[src/rtl/mpsoc_wb_spram_master.sv]
// Command-driven Wishbone B3 master for the single-port RAM: one read or write
// command of 1..MAX_BURST beats, issued as a classic cycle or a linear incrementing burst.
module mpsoc_wb_spram_master #(
  parameter int AW        = 8,
  parameter int DW        = 32,
  parameter int MAX_BURST = 16,
  parameter int TIMEOUT   = 255,
  parameter int LW        = $clog2(MAX_BURST) + 1
) (
  input  logic            HCLK,
  input  logic            HRESETn,
  input  logic            cmd_valid,
  output logic            cmd_ready,
  input  logic            cmd_we,
  input  logic [AW-1:0]   cmd_adr,
  input  logic [LW-1:0]   cmd_len,
  input  logic [DW/8-1:0] cmd_sel,
  input  logic [DW-1:0]   wdat,
  input  logic            wdat_valid,
  output logic            wdat_ready,
  output logic [DW-1:0]   rdat,
  output logic            rdat_valid,
  output logic            done,
  output logic            done_err,
  output logic [AW-1:0]   wb_adr_o,
  output logic [DW-1:0]   wb_dat_o,
  output logic [DW/8-1:0] wb_sel_o,
  output logic            wb_we_o,
  output logic [1:0]      wb_bte_o,
  output logic [2:0]      wb_cti_o,
  output logic            wb_cyc_o,
  output logic            wb_stb_o,
  input  logic            wb_ack_i,
  input  logic            wb_err_i,
  input  logic [DW-1:0]   wb_dat_i
);

  localparam int            TW       = (TIMEOUT > 1) ? $clog2(TIMEOUT + 1) : 1;
  localparam logic [TW-1:0] TMO_LAST = (TIMEOUT > 0) ? TW'(TIMEOUT - 1) : {TW{1'b0}};
  localparam logic          TMO_EN   = (TIMEOUT > 0) ? 1'b1 : 1'b0;
  localparam logic [LW-1:0] LEN_MAX  = LW'(MAX_BURST);
  localparam logic [LW-1:0] LEN_ONE  = LW'(1);

  typedef enum logic [1:0] {
    S_IDLE = 2'd0,
    S_BUS  = 2'd1,
    S_DONE = 2'd2
  } state_e;

  state_e            state_q, state_d;
  logic [AW-1:0]     adr_q, adr_d;
  logic              we_q, we_d;
  logic [DW/8-1:0]   sel_q, sel_d;
  logic [LW-1:0]     len_q, len_d;
  logic [LW-1:0]     beats_q, beats_d;
  logic [TW-1:0]     tmo_q, tmo_d;
  logic              err_q, err_d;
  logic [DW-1:0]     rdat_q, rdat_d;
  logic              rdat_valid_q, rdat_valid_d;

  logic              bus_s;
  logic              stb_s;
  logic              ack_s;
  logic              err_s;
  logic              tmo_hit_s;
  logic [2:0]        cti_s;

  // A zero length means one beat; oversized requests are cut to the burst limit.
  function automatic logic [LW-1:0] clamp_len(input logic [LW-1:0] l);
    if (l == {LW{1'b0}}) begin
      clamp_len = LEN_ONE;
    end else if (l > LEN_MAX) begin
      clamp_len = LEN_MAX;
    end else begin
      clamp_len = l;
    end
  endfunction

  // Error beats the ack, and the timeout only counts cycles in which a strobe is offered.
  assign bus_s     = (state_q == S_BUS);
  assign stb_s     = bus_s & (we_q ? wdat_valid : 1'b1);
  assign err_s     = stb_s & wb_err_i;
  assign ack_s     = stb_s & wb_ack_i & ~wb_err_i;
  assign tmo_hit_s = TMO_EN & stb_s & ~wb_ack_i & ~wb_err_i & (tmo_q == TMO_LAST);

  // Cycle type: classic for single beats, incrementing burst with an end-of-burst marker.
  always_comb begin
    cti_s = 3'b000;
    if (!bus_s) begin
      cti_s = 3'b000;
    end else if (len_q == LEN_ONE) begin
      cti_s = 3'b000;
    end else if (beats_q > LEN_ONE) begin
      cti_s = 3'b010;
    end else begin
      cti_s = 3'b111;
    end
  end

  // Next-state and datapath updates for the command FSM.
  always_comb begin
    state_d      = state_q;
    adr_d        = adr_q;
    we_d         = we_q;
    sel_d        = sel_q;
    len_d        = len_q;
    beats_d      = beats_q;
    tmo_d        = tmo_q;
    err_d        = err_q;
    rdat_d       = rdat_q;
    rdat_valid_d = 1'b0;
    case (state_q)
      S_IDLE: begin
        if (cmd_valid) begin
          adr_d   = cmd_adr;
          we_d    = cmd_we;
          sel_d   = cmd_sel;
          len_d   = clamp_len(cmd_len);
          beats_d = clamp_len(cmd_len);
          tmo_d   = {TW{1'b0}};
          err_d   = 1'b0;
          state_d = S_BUS;
        end else begin
          state_d = S_IDLE;
        end
      end
      S_BUS: begin
        if (err_s) begin
          err_d   = 1'b1;
          tmo_d   = {TW{1'b0}};
          state_d = S_DONE;
        end else if (ack_s) begin
          adr_d   = adr_q + AW'(1);
          beats_d = beats_q - LEN_ONE;
          tmo_d   = {TW{1'b0}};
          if (!we_q) begin
            rdat_d       = wb_dat_i;
            rdat_valid_d = 1'b1;
          end else begin
            rdat_d = rdat_q;
          end
          if (beats_q == LEN_ONE) begin
            state_d = S_DONE;
          end else begin
            state_d = S_BUS;
          end
        end else if (tmo_hit_s) begin
          err_d   = 1'b1;
          state_d = S_DONE;
        end else if (stb_s) begin
          tmo_d = tmo_q + TW'(1);
        end else begin
          tmo_d = tmo_q;
        end
      end
      S_DONE: begin
        state_d = S_IDLE;
      end
      default: begin
        state_d = S_IDLE;
      end
    endcase
  end

  // State and datapath registers.
  always_ff @(posedge HCLK or negedge HRESETn) begin
    if (!HRESETn) begin
      state_q      <= S_IDLE;
      adr_q        <= {AW{1'b0}};
      we_q         <= 1'b0;
      sel_q        <= {(DW/8){1'b0}};
      len_q        <= {LW{1'b0}};
      beats_q      <= {LW{1'b0}};
      tmo_q        <= {TW{1'b0}};
      err_q        <= 1'b0;
      rdat_q       <= {DW{1'b0}};
      rdat_valid_q <= 1'b0;
    end else begin
      state_q      <= state_d;
      adr_q        <= adr_d;
      we_q         <= we_d;
      sel_q        <= sel_d;
      len_q        <= len_d;
      beats_q      <= beats_d;
      tmo_q        <= tmo_d;
      err_q        <= err_d;
      rdat_q       <= rdat_d;
      rdat_valid_q <= rdat_valid_d;
    end
  end

  assign cmd_ready  = (state_q == S_IDLE);
  assign wdat_ready = ack_s & we_q;
  assign rdat       = rdat_q;
  assign rdat_valid = rdat_valid_q;
  assign done       = (state_q == S_DONE);
  assign done_err   = (state_q == S_DONE) & err_q;

  assign wb_adr_o = adr_q;
  assign wb_dat_o = bus_s ? wdat : {DW{1'b0}};
  assign wb_sel_o = sel_q;
  assign wb_we_o  = we_q;
  assign wb_bte_o = 2'b00;
  assign wb_cti_o = cti_s;
  assign wb_cyc_o = bus_s;
  assign wb_stb_o = stb_s;

endmodule

[config.mk]
export PLATFORM = sky130hd
export DESIGN_NAME = mpsoc_wb_spram_master
export DESIGN_NICKNAME = d
export VERILOG_FILES = /design/src/rtl/mpsoc_wb_spram_master.sv
export SDC_FILE = /design/constraint.sdc
export NUM_CORES = 1
export LEC_CHECK = 0
export ABC_AREA = 1
export CAP_MARGIN = 10
export CORE_UTILIZATION = 35
export DETAILED_ROUTE_END_ITERATION = 8
export PLACE_DENSITY = 0.71
export SLEW_MARGIN = 30
export SYNTH_ARGS = -nofsm -noshare
export SYNTH_HDL_FRONTEND = slang
export SYNTH_SLANG_ARGS = --single-unit
[constraint.sdc]
create_clock -name HCLK -period 1.8 [get_ports HCLK]
set_input_delay 0.45 -clock HCLK [delete_from_list [all_inputs] [get_ports HCLK]]
set_output_delay 0.45 -clock HCLK [all_outputs]
set_load 0.01 [all_outputs]
==> results.py <==
metrics = {
    "detailed_routing": {
        "first_iter_violations": 133,
        "drt_first_pass_iters": 4,
        "drtAntennaViolNets": 0,
        "routed_wl_um": 12000,
        "viasPerCell": 4.631,
        "drc": 0,
        "routedWlPerCell_um": 14.25,
        "vias": 3899,
    },
    "yosys": {
        "synth_cell_type_count": 35,
        "syn_inst": 484,
        "yosysWarningCount": 0,
        "synth-main-ff-cell": "dfrtp_1",
        "avgSynthCellArea_um2": 7.334,
        "synth_edf_count": 0,
        "async_flop_share": 1.000,
        "ys_seq_area_frac": 0.4723,
        "syn_area_um2": 3550,
        "ys_seq_elements": 67,
    },
    "placed_design": {
        "io_buffers": 174,
        "place_hpwl_um": 7831,
        "place_ws_ns": -0.4645,
        "globalplace.congestion": 0.8604,
    },
    "sta": {
        "rsz0062_at_grt": "true",
        "worst_slack_ns": -0.1578,
        "period_needed_ns": 1.958,
        "setup_viol": 22,
        "hold_viol": 0,
        "skew_ns": 0.004808,
        "hold_slack_ns": 0.1210,
        "slew_violations": 0,
        "finalCritPeriodShare": 1.088,
        "fmax_mhz": 510.8,
    },
    "global_route": {
        "first_global_vias": 3647,
        "antenna_found_initial": 0,
        "grt_usage": 0.2034,
        "grt_max_degree": 68,
        "grt_pass1_wl_um": 16540,
        "overflow": 0,
    },
    "worst_setup_path": {
        "start_kind": "flip-flop",
        "r2r_cells": 11,
        "cp_cell_sequence": "ha_4 -> nand3b_1 -> o31ai_4 -> and2_4 -> buf_6",
        "r2r_end": "wb_adr_o[4]",
        "worstPathArrival_ns": 1.51,
        "cp-end-kind": "primary output",
        "critPathKind": "flip-flop to primary output",
        "critical-path-max-stage-delay_ns": 0.45,
        "rrSetupSlack_ns": 0.12,
        "cp.required_ns": 1.35,
        "slowest_stage": "dfrtp_1",
        "crit_path_max_fanout": 3,
        "crit-reg2reg-launch": "state_q[1]",
    },
    "floorplanning": {
        "num_rows": 36,
        "start_util": 0.3615,
        "floorplan.die_area_um2": 10550,
        "io_pins": 177,
        "die_w_um": 102.7,
        "core_area_um2": 9819,
        "die_height_um": 102.7,
    },
    "pwr": {
        "finalPower_uw": 9537,
        "clkPwrFrac": 0.132,
        "p_seq_frac": 0.277,
        "combPwrFrac": 0.591,
        "power_density_nw_per_um2": 1509,
        "internal-power_uw": 5773,
        "power_leakage_uw": 0.003163,
        "p_switching_uw": 3764,
        "p_sw_frac": 0.3946,
        "ir_drop_mv": 0.7434,
    },
    "clocking": {
        "cts_buffers": 9,
        "cts_hold_buf": 0,
        "cts_root_buffer": "clkbuf_8",
        "clock_path_buffers": 2,
        "cts_tree": "yes",
        "cts.sinks": 67,
        "htreeDepth": 3,
        "path_clk_slew_ns": 0.07,
        "clk_latency_ns": 0.33,
    },
    "cells_and_area": {
        "layout-drive-gt1-share": 0.2341,
        "final_common_cell": "nand2_1",
        "layout.nets": 797,
        "antenna_cells": 0,
        "areaGrowthSynthToFinish_pct": 78.00,
        "final_cell_mix": "nand2_1 (182), clkdlybuf4s50_1 (128), dfrtp_1 (65)",
    },
    "status": {
        "violations": "negative setup slack",
        "status": "finished, violations left",
    },
    "flow_run": {
        "cap_violations": 0,
    },
    "min_path": {
        "min_path_type": "input port to async pin",
    },
}
[cells in the mapped netlist, drive strengths merged (2+ instances only)]
master  number  share of area
dfrtp       67           0.47
o22ai        3         0.0053
nand3       15          0.025
o21bai       2         0.0042
nor2        65          0.076
inv         64          0.068
a21oi        6         0.0095
o21ai       18          0.026
or2          3         0.0053
nand2      188           0.20
nand4       10          0.018
ha           5          0.018
nand3b       4         0.0085
buf         19          0.036
nor3         5         0.0070
[worst max-delay path by stage]
| stage | from | to | slack (ns) | depth (start not counted) |
|---|---|---|---|---|
| after floorplan | state_q[1] | wb_cti_o[2] | 0.03 | 6 |
| after global placement | wdat_valid | wdat_ready | -0.45 | 6 |
| after detailed placement | wdat_valid | wdat_ready | -0.46 | 6 |
| after CTS | state_q[1] | wb_cti_o[1] | -0.18 | 5 |
| after global routing | beats_q[1] | wb_cti_o[0] | -0.21 | 6 |
| final | beats_q[0] | wb_cti_o[0] | -0.16 | 5 |
[registers in the layout (all words and copies together), names as in the netlist]
name / flops
wb_adr_o: 8
tmo_q: 8
rdat: 32
wb_sel_o: 4
rdat_valid: 1
wb_we_o: 1
err_q: 1
beats_q: 5
len_q: 5
state_q: 2
[stage by stage]
stage                     instance area (µm²)  TNS, ns  utilization  instances
after floorplan                          3563        0            -        485
after global placement                   5605   -10.41       0.5708        803
after detailed placement                 5605   -12.06       0.5708        803
after CTS                                5922   -2.695       0.6031        825
after global routing                     6319   -3.414       0.6435        842
final                                    6319   -1.616       0.6435        842
[power groups by stage]
stage | Sequential [µW] | Clock [µW] | Combinational, µW
2_1_floorplan | 2790 | 0 | 1880
3_5_place_dp | 2580 | 0 | 4620
6_report | 2640 | 1260 | 5640
3_3_place_gp | 2570 | 0 | 4530
4_1_cts | 2600 | 1280 | 4720
5_1_grt | 2720 | 1360 | 6120
[logic make-up (layout without fill, tap and decap cells)]
logic type,Yosys count,after routing,synth area share
adder cells (fa/ha/maj),5,5,0.01762
AO/OA/AOI/OAI,33,33,0.05428
other,1,2,0.001056
flip-flops,67,67,0.4723
buffers and inverters,85,308,0.1061
XOR/XNOR,2,2,0.004936
AND/OR/NAND/NOR,291,292,0.3437
[worst max-delay path: cells and delay by family, from the launching register on]
kind                     cells  cell delay [ns]
AND/OR/NAND/NOR              2             0.32
flip-flops                   1             0.45
buffers and inverters        1             0.12
adder cells (fa/ha/maj)      1             0.19
AO/OA/AOI/OAI                1             0.10
[area by class of cell]
| cell class | instances | area [µm²] |
|---|---|---|
| multi-input cells | 334 | 1752 |
| clock inverters | 6 | 65.06 |
| well taps | 133 | 166.4 |
| fillers | 819 | 3501 |
| inverters | 65 | 247.7 |
| clock buffers | 10 | 137.6 |
| repair buffers | 227 | 2271 |
| flip-flops and latches | 67 | 1679 |
[timing repair]
action | CTS | global route
pin swaps | 4 | 4
endpoints found under the setup margin | 43 | 49
gates cloned | 1 | 6
gates resized for setup | 137 | 112
setup buffers | 5 | 11
[layer usage]
metal / vias up / GRT usage / routed length, µm
met1: 1800 / 0.2332 / 4535
met5: - / 0 / 0
li1: 1910 / - / -
met3: 19 / 0.06983 / 1286
met2: 170 / 0.3533 / 5941
met4: 0 / 0.06923 / 236
No activity file was read; power rests on OpenSTA's default activity.
